--- src/rtl/axil_cmd_queue_if.sv ---
// AXI4-Lite slave channel bundle for the command queue register block.
interface axil_cmd_queue_if;
  logic [31:0] S_AXI_AWADDR;
  logic        S_AXI_AWVALID;
  logic        S_AXI_AWREADY;
  logic [31:0] S_AXI_WDATA;
  logic [3:0]  S_AXI_WSTRB;
  logic        S_AXI_WVALID;
  logic        S_AXI_WREADY;
  logic [1:0]  S_AXI_BRESP;
  logic        S_AXI_BVALID;
  logic        S_AXI_BREADY;
  logic [31:0] S_AXI_ARADDR;
  logic        S_AXI_ARVALID;
  logic        S_AXI_ARREADY;
  logic [31:0] S_AXI_RDATA;
  logic [1:0]  S_AXI_RRESP;
  logic        S_AXI_RVALID;
  logic        S_AXI_RREADY;

  modport slave (
    input  S_AXI_AWADDR, S_AXI_AWVALID, S_AXI_WDATA, S_AXI_WSTRB, S_AXI_WVALID,
           S_AXI_BREADY, S_AXI_ARADDR, S_AXI_ARVALID, S_AXI_RREADY,
    output S_AXI_AWREADY, S_AXI_WREADY, S_AXI_BRESP, S_AXI_BVALID,
           S_AXI_ARREADY, S_AXI_RDATA, S_AXI_RRESP, S_AXI_RVALID
  );

  modport master (
    output S_AXI_AWADDR, S_AXI_AWVALID, S_AXI_WDATA, S_AXI_WSTRB, S_AXI_WVALID,
           S_AXI_BREADY, S_AXI_ARADDR, S_AXI_ARVALID, S_AXI_RREADY,
    input  S_AXI_AWREADY, S_AXI_WREADY, S_AXI_BRESP, S_AXI_BVALID,
           S_AXI_ARREADY, S_AXI_RDATA, S_AXI_RRESP, S_AXI_RVALID
  );
endinterface

--- src/rtl/axil_cmd_queue.sv ---
// AXI4-Lite command queue: CMD/ARG registers feed a FIFO towards the
// accelerator; tracks busy, last command cycle count and a sticky IRQ.
module axil_cmd_queue #(
  parameter logic [31:0] ADDR_BASE = 32'h0,
  parameter int          NARG      = 3,
  parameter int          DEPTH     = 4
) (
  input  logic                 ACLK,
  input  logic                 ARESETN,
  axil_cmd_queue_if.slave      s_axi,
  output logic                 CMD_VALID,
  input  logic                 CMD_READY,
  output logic [31:0]          CMD_DATA,
  output logic [32*NARG-1:0]   CMD_ARGS,
  input  logic                 DONE,
  output logic                 IRQ
);
  localparam int IW = $clog2(NARG + 3);
  localparam int PW = $clog2(DEPTH);
  localparam int CW = PW + 1;
  localparam int EW = 32 * (NARG + 1);
  localparam logic [IW-1:0] IDX_STATUS = IW'(NARG + 1);
  localparam logic [IW-1:0] IDX_CYCLES = IW'(NARG + 2);
  localparam logic [1:0] OKAY   = 2'b00;
  localparam logic [1:0] SLVERR = 2'b10;

  logic              aw_held_q, aw_held_d, w_held_q, w_held_d;
  logic [31:0]       aw_addr_q, aw_addr_d, w_data_q, w_data_d;
  logic [3:0]        w_strb_q, w_strb_d;
  logic              bvalid_q, bvalid_d, rvalid_q, rvalid_d;
  logic [1:0]        bresp_q, bresp_d, rresp_q, rresp_d;
  logic [31:0]       rdata_q, rdata_d;
  logic [31:0]       cmd_q, cmd_d, cycles_q, cycles_d, counter_q, counter_d;
  logic [NARG-1:0][31:0] arg_q, arg_d;
  logic [DEPTH-1:0][EW-1:0] mem_q, mem_d;
  logic [PW-1:0]     wr_ptr_q, wr_ptr_d, rd_ptr_q, rd_ptr_d;
  logic [CW-1:0]     count_q, count_d;
  logic              busy_q, busy_d, irq_pending_q, irq_pending_d;
  logic              irq_en_q, irq_en_d, irq_q, irq_d;

  logic              aw_hs, w_hs, ar_hs, commit, push, pop, full, w1c;
  logic [31:0]       wr_addr, wr_data, status_val, rd_val;
  logic [3:0]        wr_strb;
  logic [IW-1:0]     wr_idx, rd_idx;
  logic              rd_ok;

  function automatic logic addr_hit(input logic [31:0] a);
    return ((a >> (IW + 2)) == (ADDR_BASE >> (IW + 2))) && (a[1:0] == 2'b00);
  endfunction

  assign full       = (count_q == CW'(DEPTH));
  assign status_val = {12'b0, irq_en_q, irq_pending_q, busy_q, full, 16'(count_q)};

  // Next-state for the AXI channels, register file, FIFO, busy tracking and IRQ
  always_comb begin
    aw_held_d     = aw_held_q;
    aw_addr_d     = aw_addr_q;
    w_held_d      = w_held_q;
    w_data_d      = w_data_q;
    w_strb_d      = w_strb_q;
    bvalid_d      = bvalid_q;
    bresp_d       = bresp_q;
    rvalid_d      = rvalid_q;
    rresp_d       = rresp_q;
    rdata_d       = rdata_q;
    cmd_d         = cmd_q;
    arg_d         = arg_q;
    mem_d         = mem_q;
    wr_ptr_d      = wr_ptr_q;
    rd_ptr_d      = rd_ptr_q;
    count_d       = count_q;
    busy_d        = busy_q;
    counter_d     = counter_q;
    cycles_d      = cycles_q;
    irq_pending_d = irq_pending_q;
    irq_en_d      = irq_en_q;
    irq_d         = irq_pending_q & irq_en_q;
    push          = 1'b0;
    w1c           = 1'b0;
    rd_val        = 32'h0;
    rd_ok         = 1'b0;

    // AW and W are captured independently; holding regs stay set until B completes.
    aw_hs = s_axi.S_AXI_AWVALID & ~aw_held_q;
    w_hs  = s_axi.S_AXI_WVALID & ~w_held_q;
    if (aw_hs) begin
      aw_held_d = 1'b1;
      aw_addr_d = s_axi.S_AXI_AWADDR;
    end
    if (w_hs) begin
      w_held_d = 1'b1;
      w_data_d = s_axi.S_AXI_WDATA;
      w_strb_d = s_axi.S_AXI_WSTRB;
    end
    wr_addr = aw_held_q ? aw_addr_q : s_axi.S_AXI_AWADDR;
    wr_data = w_held_q ? w_data_q : s_axi.S_AXI_WDATA;
    wr_strb = w_held_q ? w_strb_q : s_axi.S_AXI_WSTRB;
    wr_idx  = wr_addr[IW+1:2];
    commit  = (aw_held_q | aw_hs) & (w_held_q | w_hs) & ~bvalid_q;

    if (bvalid_q & s_axi.S_AXI_BREADY) begin
      bvalid_d  = 1'b0;
      aw_held_d = 1'b0;
      w_held_d  = 1'b0;
    end

    if (commit) begin
      bvalid_d = 1'b1;
      bresp_d  = SLVERR;
      if (addr_hit(wr_addr)) begin
        if (wr_idx == '0) begin
          if (wr_strb == 4'b0000) begin
            bresp_d = OKAY;
          end else if (!full) begin
            bresp_d = OKAY;
            push    = 1'b1;
            cmd_d   = wr_data;
          end
        end else if (wr_idx == IDX_STATUS) begin
          bresp_d = OKAY;
          if (wr_strb[2]) begin
            irq_en_d = wr_data[19];
            w1c      = wr_data[18];
          end
        end else begin
          for (int i = 1; i <= NARG; i++) begin
            if (wr_idx == IW'(i)) begin
              bresp_d = OKAY;
              for (int b = 0; b < 4; b++) begin
                if (wr_strb[b]) arg_d[i-1][8*b +: 8] = wr_data[8*b +: 8];
              end
            end
          end
        end
      end
    end

    // FIFO: full is judged before any same-cycle pop, so a full push is refused.
    pop = (count_q != '0) & CMD_READY;
    if (push) begin
      mem_d[wr_ptr_q] = {arg_q, wr_data};
      wr_ptr_d        = wr_ptr_q + PW'(1);
    end
    if (pop) rd_ptr_d = rd_ptr_q + PW'(1);
    case ({push, pop})
      2'b10:   count_d = count_q + CW'(1);
      2'b01:   count_d = count_q - CW'(1);
      default: count_d = count_q;
    endcase

    // Busy/cycle tracking; a DONE coincident with a pop closes out the old command.
    if (busy_q && counter_q != 32'hFFFF_FFFF) counter_d = counter_q + 32'd1;
    if (DONE && busy_q) begin
      busy_d        = 1'b0;
      cycles_d      = (counter_q == 32'hFFFF_FFFF) ? 32'hFFFF_FFFF : counter_q + 32'd1;
    end
    if (pop) begin
      busy_d    = 1'b1;
      counter_d = 32'h0;
    end
    if (w1c) irq_pending_d = 1'b0;
    if (DONE && busy_q) irq_pending_d = 1'b1;

    // Read side snapshots register state in the AR handshake cycle.
    rd_idx = s_axi.S_AXI_ARADDR[IW+1:2];
    if (addr_hit(s_axi.S_AXI_ARADDR)) begin
      if (rd_idx == '0) begin
        rd_val = cmd_q;
        rd_ok  = 1'b1;
      end else if (rd_idx == IDX_STATUS) begin
        rd_val = status_val;
        rd_ok  = 1'b1;
      end else if (rd_idx == IDX_CYCLES) begin
        rd_val = cycles_q;
        rd_ok  = 1'b1;
      end else begin
        for (int i = 1; i <= NARG; i++) begin
          if (rd_idx == IW'(i)) begin
            rd_val = arg_q[i-1];
            rd_ok  = 1'b1;
          end
        end
      end
    end
    ar_hs = s_axi.S_AXI_ARVALID & ~rvalid_q;
    if (rvalid_q & s_axi.S_AXI_RREADY) rvalid_d = 1'b0;
    if (ar_hs) begin
      rvalid_d = 1'b1;
      rdata_d  = rd_val;
      rresp_d  = rd_ok ? OKAY : SLVERR;
    end
  end

  // State registers with synchronous active-low reset
  always_ff @(posedge ACLK) begin
    if (!ARESETN) begin
      aw_held_q     <= 1'b0;
      aw_addr_q     <= '0;
      w_held_q      <= 1'b0;
      w_data_q      <= '0;
      w_strb_q      <= '0;
      bvalid_q      <= 1'b0;
      bresp_q       <= OKAY;
      rvalid_q      <= 1'b0;
      rresp_q       <= OKAY;
      rdata_q       <= '0;
      cmd_q         <= '0;
      arg_q         <= '0;
      mem_q         <= '0;
      wr_ptr_q      <= '0;
      rd_ptr_q      <= '0;
      count_q       <= '0;
      busy_q        <= 1'b0;
      counter_q     <= '0;
      cycles_q      <= '0;
      irq_pending_q <= 1'b0;
      irq_en_q      <= 1'b0;
      irq_q         <= 1'b0;
    end else begin
      aw_held_q     <= aw_held_d;
      aw_addr_q     <= aw_addr_d;
      w_held_q      <= w_held_d;
      w_data_q      <= w_data_d;
      w_strb_q      <= w_strb_d;
      bvalid_q      <= bvalid_d;
      bresp_q       <= bresp_d;
      rvalid_q      <= rvalid_d;
      rresp_q       <= rresp_d;
      rdata_q       <= rdata_d;
      cmd_q         <= cmd_d;
      arg_q         <= arg_d;
      mem_q         <= mem_d;
      wr_ptr_q      <= wr_ptr_d;
      rd_ptr_q      <= rd_ptr_d;
      count_q       <= count_d;
      busy_q        <= busy_d;
      counter_q     <= counter_d;
      cycles_q      <= cycles_d;
      irq_pending_q <= irq_pending_d;
      irq_en_q      <= irq_en_d;
      irq_q         <= irq_d;
    end
  end

  assign s_axi.S_AXI_AWREADY = ~aw_held_q;
  assign s_axi.S_AXI_WREADY  = ~w_held_q;
  assign s_axi.S_AXI_BVALID  = bvalid_q;
  assign s_axi.S_AXI_BRESP   = bresp_q;
  assign s_axi.S_AXI_ARREADY = ~rvalid_q;
  assign s_axi.S_AXI_RVALID  = rvalid_q;
  assign s_axi.S_AXI_RRESP   = rresp_q;
  assign s_axi.S_AXI_RDATA   = rdata_q;
  assign CMD_VALID = (count_q != '0);
  assign CMD_DATA  = mem_q[rd_ptr_q][31:0];
  assign CMD_ARGS  = mem_q[rd_ptr_q][EW-1:32];
  assign IRQ       = irq_q;
endmodule

--- src/flat_wrapper.sv ---
// flat-port wrapper written by rule: the top's interface ports become plain ports
module axil_cmd_queue_flat 
#(
  parameter logic [31:0] ADDR_BASE = 32'h0,
  parameter int          NARG      = 3,
  parameter int          DEPTH     = 4
)
  (ACLK, ARESETN, CMD_VALID, CMD_READY, CMD_DATA, CMD_ARGS, DONE, IRQ, s_axi_S_AXI_AWADDR, s_axi_S_AXI_AWVALID, s_axi_S_AXI_WDATA, s_axi_S_AXI_WSTRB, s_axi_S_AXI_WVALID, s_axi_S_AXI_BREADY, s_axi_S_AXI_ARADDR, s_axi_S_AXI_ARVALID, s_axi_S_AXI_RREADY, s_axi_S_AXI_AWREADY, s_axi_S_AXI_WREADY, s_axi_S_AXI_BRESP, s_axi_S_AXI_BVALID, s_axi_S_AXI_ARREADY, s_axi_S_AXI_RDATA, s_axi_S_AXI_RRESP, s_axi_S_AXI_RVALID);
  axil_cmd_queue_if s_axi_i ();
  input  logic ACLK;
  input  logic ARESETN;
  output logic CMD_VALID;
  input  logic CMD_READY;
  output logic [31:0] CMD_DATA;
  output logic [32*NARG-1:0] CMD_ARGS;
  input  logic DONE;
  output logic IRQ;
  input wire logic [$bits(s_axi_i.S_AXI_AWADDR)-1:0] s_axi_S_AXI_AWADDR;
  input wire logic [$bits(s_axi_i.S_AXI_AWVALID)-1:0] s_axi_S_AXI_AWVALID;
  input wire logic [$bits(s_axi_i.S_AXI_WDATA)-1:0] s_axi_S_AXI_WDATA;
  input wire logic [$bits(s_axi_i.S_AXI_WSTRB)-1:0] s_axi_S_AXI_WSTRB;
  input wire logic [$bits(s_axi_i.S_AXI_WVALID)-1:0] s_axi_S_AXI_WVALID;
  input wire logic [$bits(s_axi_i.S_AXI_BREADY)-1:0] s_axi_S_AXI_BREADY;
  input wire logic [$bits(s_axi_i.S_AXI_ARADDR)-1:0] s_axi_S_AXI_ARADDR;
  input wire logic [$bits(s_axi_i.S_AXI_ARVALID)-1:0] s_axi_S_AXI_ARVALID;
  input wire logic [$bits(s_axi_i.S_AXI_RREADY)-1:0] s_axi_S_AXI_RREADY;
  output wire logic [$bits(s_axi_i.S_AXI_AWREADY)-1:0] s_axi_S_AXI_AWREADY;
  output wire logic [$bits(s_axi_i.S_AXI_WREADY)-1:0] s_axi_S_AXI_WREADY;
  output wire logic [$bits(s_axi_i.S_AXI_BRESP)-1:0] s_axi_S_AXI_BRESP;
  output wire logic [$bits(s_axi_i.S_AXI_BVALID)-1:0] s_axi_S_AXI_BVALID;
  output wire logic [$bits(s_axi_i.S_AXI_ARREADY)-1:0] s_axi_S_AXI_ARREADY;
  output wire logic [$bits(s_axi_i.S_AXI_RDATA)-1:0] s_axi_S_AXI_RDATA;
  output wire logic [$bits(s_axi_i.S_AXI_RRESP)-1:0] s_axi_S_AXI_RRESP;
  output wire logic [$bits(s_axi_i.S_AXI_RVALID)-1:0] s_axi_S_AXI_RVALID;
  assign s_axi_i.S_AXI_AWADDR = s_axi_S_AXI_AWADDR;
  assign s_axi_i.S_AXI_AWVALID = s_axi_S_AXI_AWVALID;
  assign s_axi_i.S_AXI_WDATA = s_axi_S_AXI_WDATA;
  assign s_axi_i.S_AXI_WSTRB = s_axi_S_AXI_WSTRB;
  assign s_axi_i.S_AXI_WVALID = s_axi_S_AXI_WVALID;
  assign s_axi_i.S_AXI_BREADY = s_axi_S_AXI_BREADY;
  assign s_axi_i.S_AXI_ARADDR = s_axi_S_AXI_ARADDR;
  assign s_axi_i.S_AXI_ARVALID = s_axi_S_AXI_ARVALID;
  assign s_axi_i.S_AXI_RREADY = s_axi_S_AXI_RREADY;
  assign s_axi_S_AXI_AWREADY = s_axi_i.S_AXI_AWREADY;
  assign s_axi_S_AXI_WREADY = s_axi_i.S_AXI_WREADY;
  assign s_axi_S_AXI_BRESP = s_axi_i.S_AXI_BRESP;
  assign s_axi_S_AXI_BVALID = s_axi_i.S_AXI_BVALID;
  assign s_axi_S_AXI_ARREADY = s_axi_i.S_AXI_ARREADY;
  assign s_axi_S_AXI_RDATA = s_axi_i.S_AXI_RDATA;
  assign s_axi_S_AXI_RRESP = s_axi_i.S_AXI_RRESP;
  assign s_axi_S_AXI_RVALID = s_axi_i.S_AXI_RVALID;
  axil_cmd_queue #(.ADDR_BASE(ADDR_BASE), .NARG(NARG), .DEPTH(DEPTH)) u_core (.ACLK(ACLK), .ARESETN(ARESETN), .s_axi(s_axi_i), .CMD_VALID(CMD_VALID), .CMD_READY(CMD_READY), .CMD_DATA(CMD_DATA), .CMD_ARGS(CMD_ARGS), .DONE(DONE), .IRQ(IRQ));
endmodule
--- config.mk ---
export PLATFORM = sky130hd
export DESIGN_NAME = axil_cmd_queue_flat
export DESIGN_NICKNAME = d
export VERILOG_FILES = /design/src/rtl/axil_cmd_queue_if.sv /design/src/rtl/axil_cmd_queue.sv /design/src/flat_wrapper.sv
export SDC_FILE = /design/constraint.sdc
export NUM_CORES = 2
export LEC_CHECK = 0
export ABC_AREA = 1
export BUFFER_PORTS_ARGS = -buffer_cell sky130_fd_sc_hd__buf_2
export CAP_MARGIN = 20
export CORE_UTILIZATION = 51
export DETAILED_ROUTE_END_ITERATION = 10
export PLACE_DENSITY = 0.69
export SYNTH_ARGS = -nofsm -noshare
export SYNTH_HDL_FRONTEND = slang
export SYNTH_SLANG_ARGS = --single-unit
--- constraint.sdc ---
create_clock -name ACLK -period 3.5 [get_ports ACLK]
set_clock_uncertainty 0.15 [all_clocks]
set_input_delay 1.05 -clock ACLK [delete_from_list [all_inputs] [get_ports ACLK]]
set_output_delay 1.05 -clock ACLK [all_outputs]
set_load 0.02 [all_outputs]
==> impl_metrics.ini <==
[status]
status = finished clean

[synthesis]
yosysTopAreaCell = dfxtp_1
syn-cell-area_um2 = 38900
syn_avg_cell_area_um2 = 6.28
ys_types = 35
ys_seq_elements = 821
synthTopCellsByArea = dfxtp_1, nand2_1, nor2_1
yosys_warnings = 0
ys_seq_area_share_pct = 42.2
syn_inst = 6194
synth_top_area_share_pct = 42.2

[clocking]
clkLatencyLatePin_ns = 0.66
clk_path_buf_depth = 3
root_buffer = clkbuf_16
cts_buffers = 88
path_clk_slew_ns = 0.06
holdBufCountCts = 0
cts_max_level = 3
tritoncts = done
cts.sink_count = 821

[critical_path]
crit_fanout = 65
arrival_ns = 2.30
worst_setup_path_end_kind = output pin
criticalPathCategory = reg -> out
worstPathRequired_ns = 2.30
startpoint_type = flip-flop
reg2reg_depth = 13

[run]
drv_cap = 0

[placed_design]
place.port_buffers = 277
placed_cells = 7183
placed_area_um2 = 41600
dp_hpwl_mm = 83.5
gp_congestion = 0.991

[floorplanning]
core_region_area_um2 = 74900
rows = 100
die_y_um = 278
die_area_um2 = 77400
die_w_um = 278
ioPinCount = 280
start_util_pct = 51.9

[pwr]
ir_drop_mv = 0.428
p_leak_nw = 22.5
power_mw = 20.1
powerDensity_nw_per_um2 = 451

[timing]
fin_crit_sh_pct = 100
slew_viol_final = 0
worst_pin_slew_ns = 1.13
max_freq_mhz = 286
max_slew_margin_pct = 24.8
min_period_ns = 3.50
setup_viol = 0
grt_setup_unrepaired = true
tns_ns = 0
hold_viol_final = 0

[global_route]
track_usage_pct = 31.3
grt_overflow = 0
antenna_found_initial = 2
grt_pass1_vias = 34400
grt_max_degree = 200
grt_first_pass_wirelength_mm = 194

[final_layout]
mostFrequentLayoutCell = nand2_1
nNetsFinal = 6423
fill_cells = 7127
layout_common_cells = nand2_1, nor2_1, dfxtp_1
final_cells = 7347
layout-drive-gt1-share_pct = 9.77
syn2layout_area_growth_pct = 14.8
diodes = 0
stdcell_area_um2 = 44700

[routing]
drt_iter0_drc = 4028
route.final.wire_length_mm = 125
wl_per_cell_um = 17.0
vias = 38500
drc = 0
vias_per_cell = 5.24
drt_pass1_iterations = 6
ant_nets = 0

[worst_hold_path]
hold_class = reg -> reg
holdPathStages = 2
-- stage by stage --
stage / hold slack [ns] / setup slack (ns) / util [%]
2_1_floorplan: 0.273 / 0.223 / -
3_3_place_gp: 0.287 / 0.352 / 55.5
3_5_place_dp: 0.293 / 0.308 / 55.5
4_1_cts: 0.302 / 0.000915 / 59.4
5_1_grt: 0.318 / -0.0175 / 59.6
6_report: 0.301 / 0.000174 / 59.6
-- where the power goes --
part           internal [mW]  switching, mW
combinational          0.300          0.867
clock                   5.56           3.97
sequential              9.42         0.0252
total                   15.3           4.86
-- area by class of cell --
cell class,count,area (um^2),area share (%)
sequential,821,16400,36.8
clock buffer,135,2630,5.89
timing repair buffer,423,3100,6.94
multi-input combinational,4208,18100,40.4
tap,969,1210,2.71
clock inverter,26,307,0.686
inverter,765,2920,6.53
-- synthesized netlist by cell type --
cell         n
nand4_1    206
nand3_1     50
nand3_2      4
nand2_1   1629
conb_1       1
o21ai_0    354
buf_6        1
nor2_1    1277
or2_2       16
buf_4        5
inv_1      757
o211ai_1     4
a31oi_1      1
inv_2        6
nor2_2       9
ha_1         6
clkinv_1     2
nor2_4       2
o22ai_1     13
buf_2       79
clkbuf_1   291
dfxtp_1    821
fa_1         1
o21ai_1      9
and2_0       1
nor3_1      22
xnor2_1      8
nand2_2      2
nand3b_1    13
o211ai_2     1
a21oi_1    558
xor2_1      17
nor4_1       2
o21a_1       1
buf_1       25
-- timing repair --
item / CTS / global route
gates cloned: 0 / 1
buffers inserted: 0 / 1
hold endpoints to repair: 0 / 0
gates resized for setup: 4 / 15
setup endpoints to repair: 41 / 36
-- routing by layer --
layer  GRT usage, %  vias to the layer above  wire, um
li1               -                    19300         -
met1           42.3                    17500     54100
met2           49.3                     1367     55600
met3           5.75                      267      9790
met4           12.4                        2      5120
met5              0                        -        13
-- cells by family (layout without fill, tap and decap cells) --
group | Yosys count | in the layout | share of synthesized area, %
xor+xnor | 25 | 25 | 0.563
other cells | 1 | 2 | 0.00964
fa+ha+maj | 7 | 7 | 0.244
compound gates | 941 | 941 | 12.2
buf+inv | 1166 | 1349 | 11.6
simple gates | 3233 | 3233 | 33.2
flops | 821 | 821 | 42.2
-- worst max-delay path, cell delays in order, from the launching register on --
cell	delay, ns
dfxtp_4	0.44
inv_16	0.10
buf_12	0.23
o21ai_0	0.19
a21oi_1	0.06
a21oi_1	0.32
buf_2	0.24
-- path summary, 6_finish.rpt --
check / startpoint / to / slack [ns]
max: u_core.rd_ptr_q[0] / CMD_DATA[7] / 0.0002
min: u_core.w_strb_q[0] / u_core.w_strb_q[0] / 0.30
max reg2reg: u_core.aw_held_q / u_core.mem_q[105] / 0.81
min reg2reg: u_core.w_strb_q[0] / u_core.w_strb_q[0] / 0.30
-- sequential cells by signal (all words and copies together) (netlist names), 2 cells and up --
| register | flops |
|---|---|
| u_core.w_strb_q | 4 |
| u_core.counter_q | 32 |
| u_core.arg_q | 96 |
| u_core.cmd_q | 32 |
| u_core.w_data_q | 32 |
| u_core.count_q | 3 |
| u_core.cycles_q | 32 |
| u_core.s_axi.S_AXI_RDATA | 32 |
| u_core.aw_addr_q | 32 |
| u_core.mem_q | 512 |
| u_core.rd_ptr_q | 2 |
| u_core.wr_ptr_q | 2 |
Power figures use the tool's default switching activity.
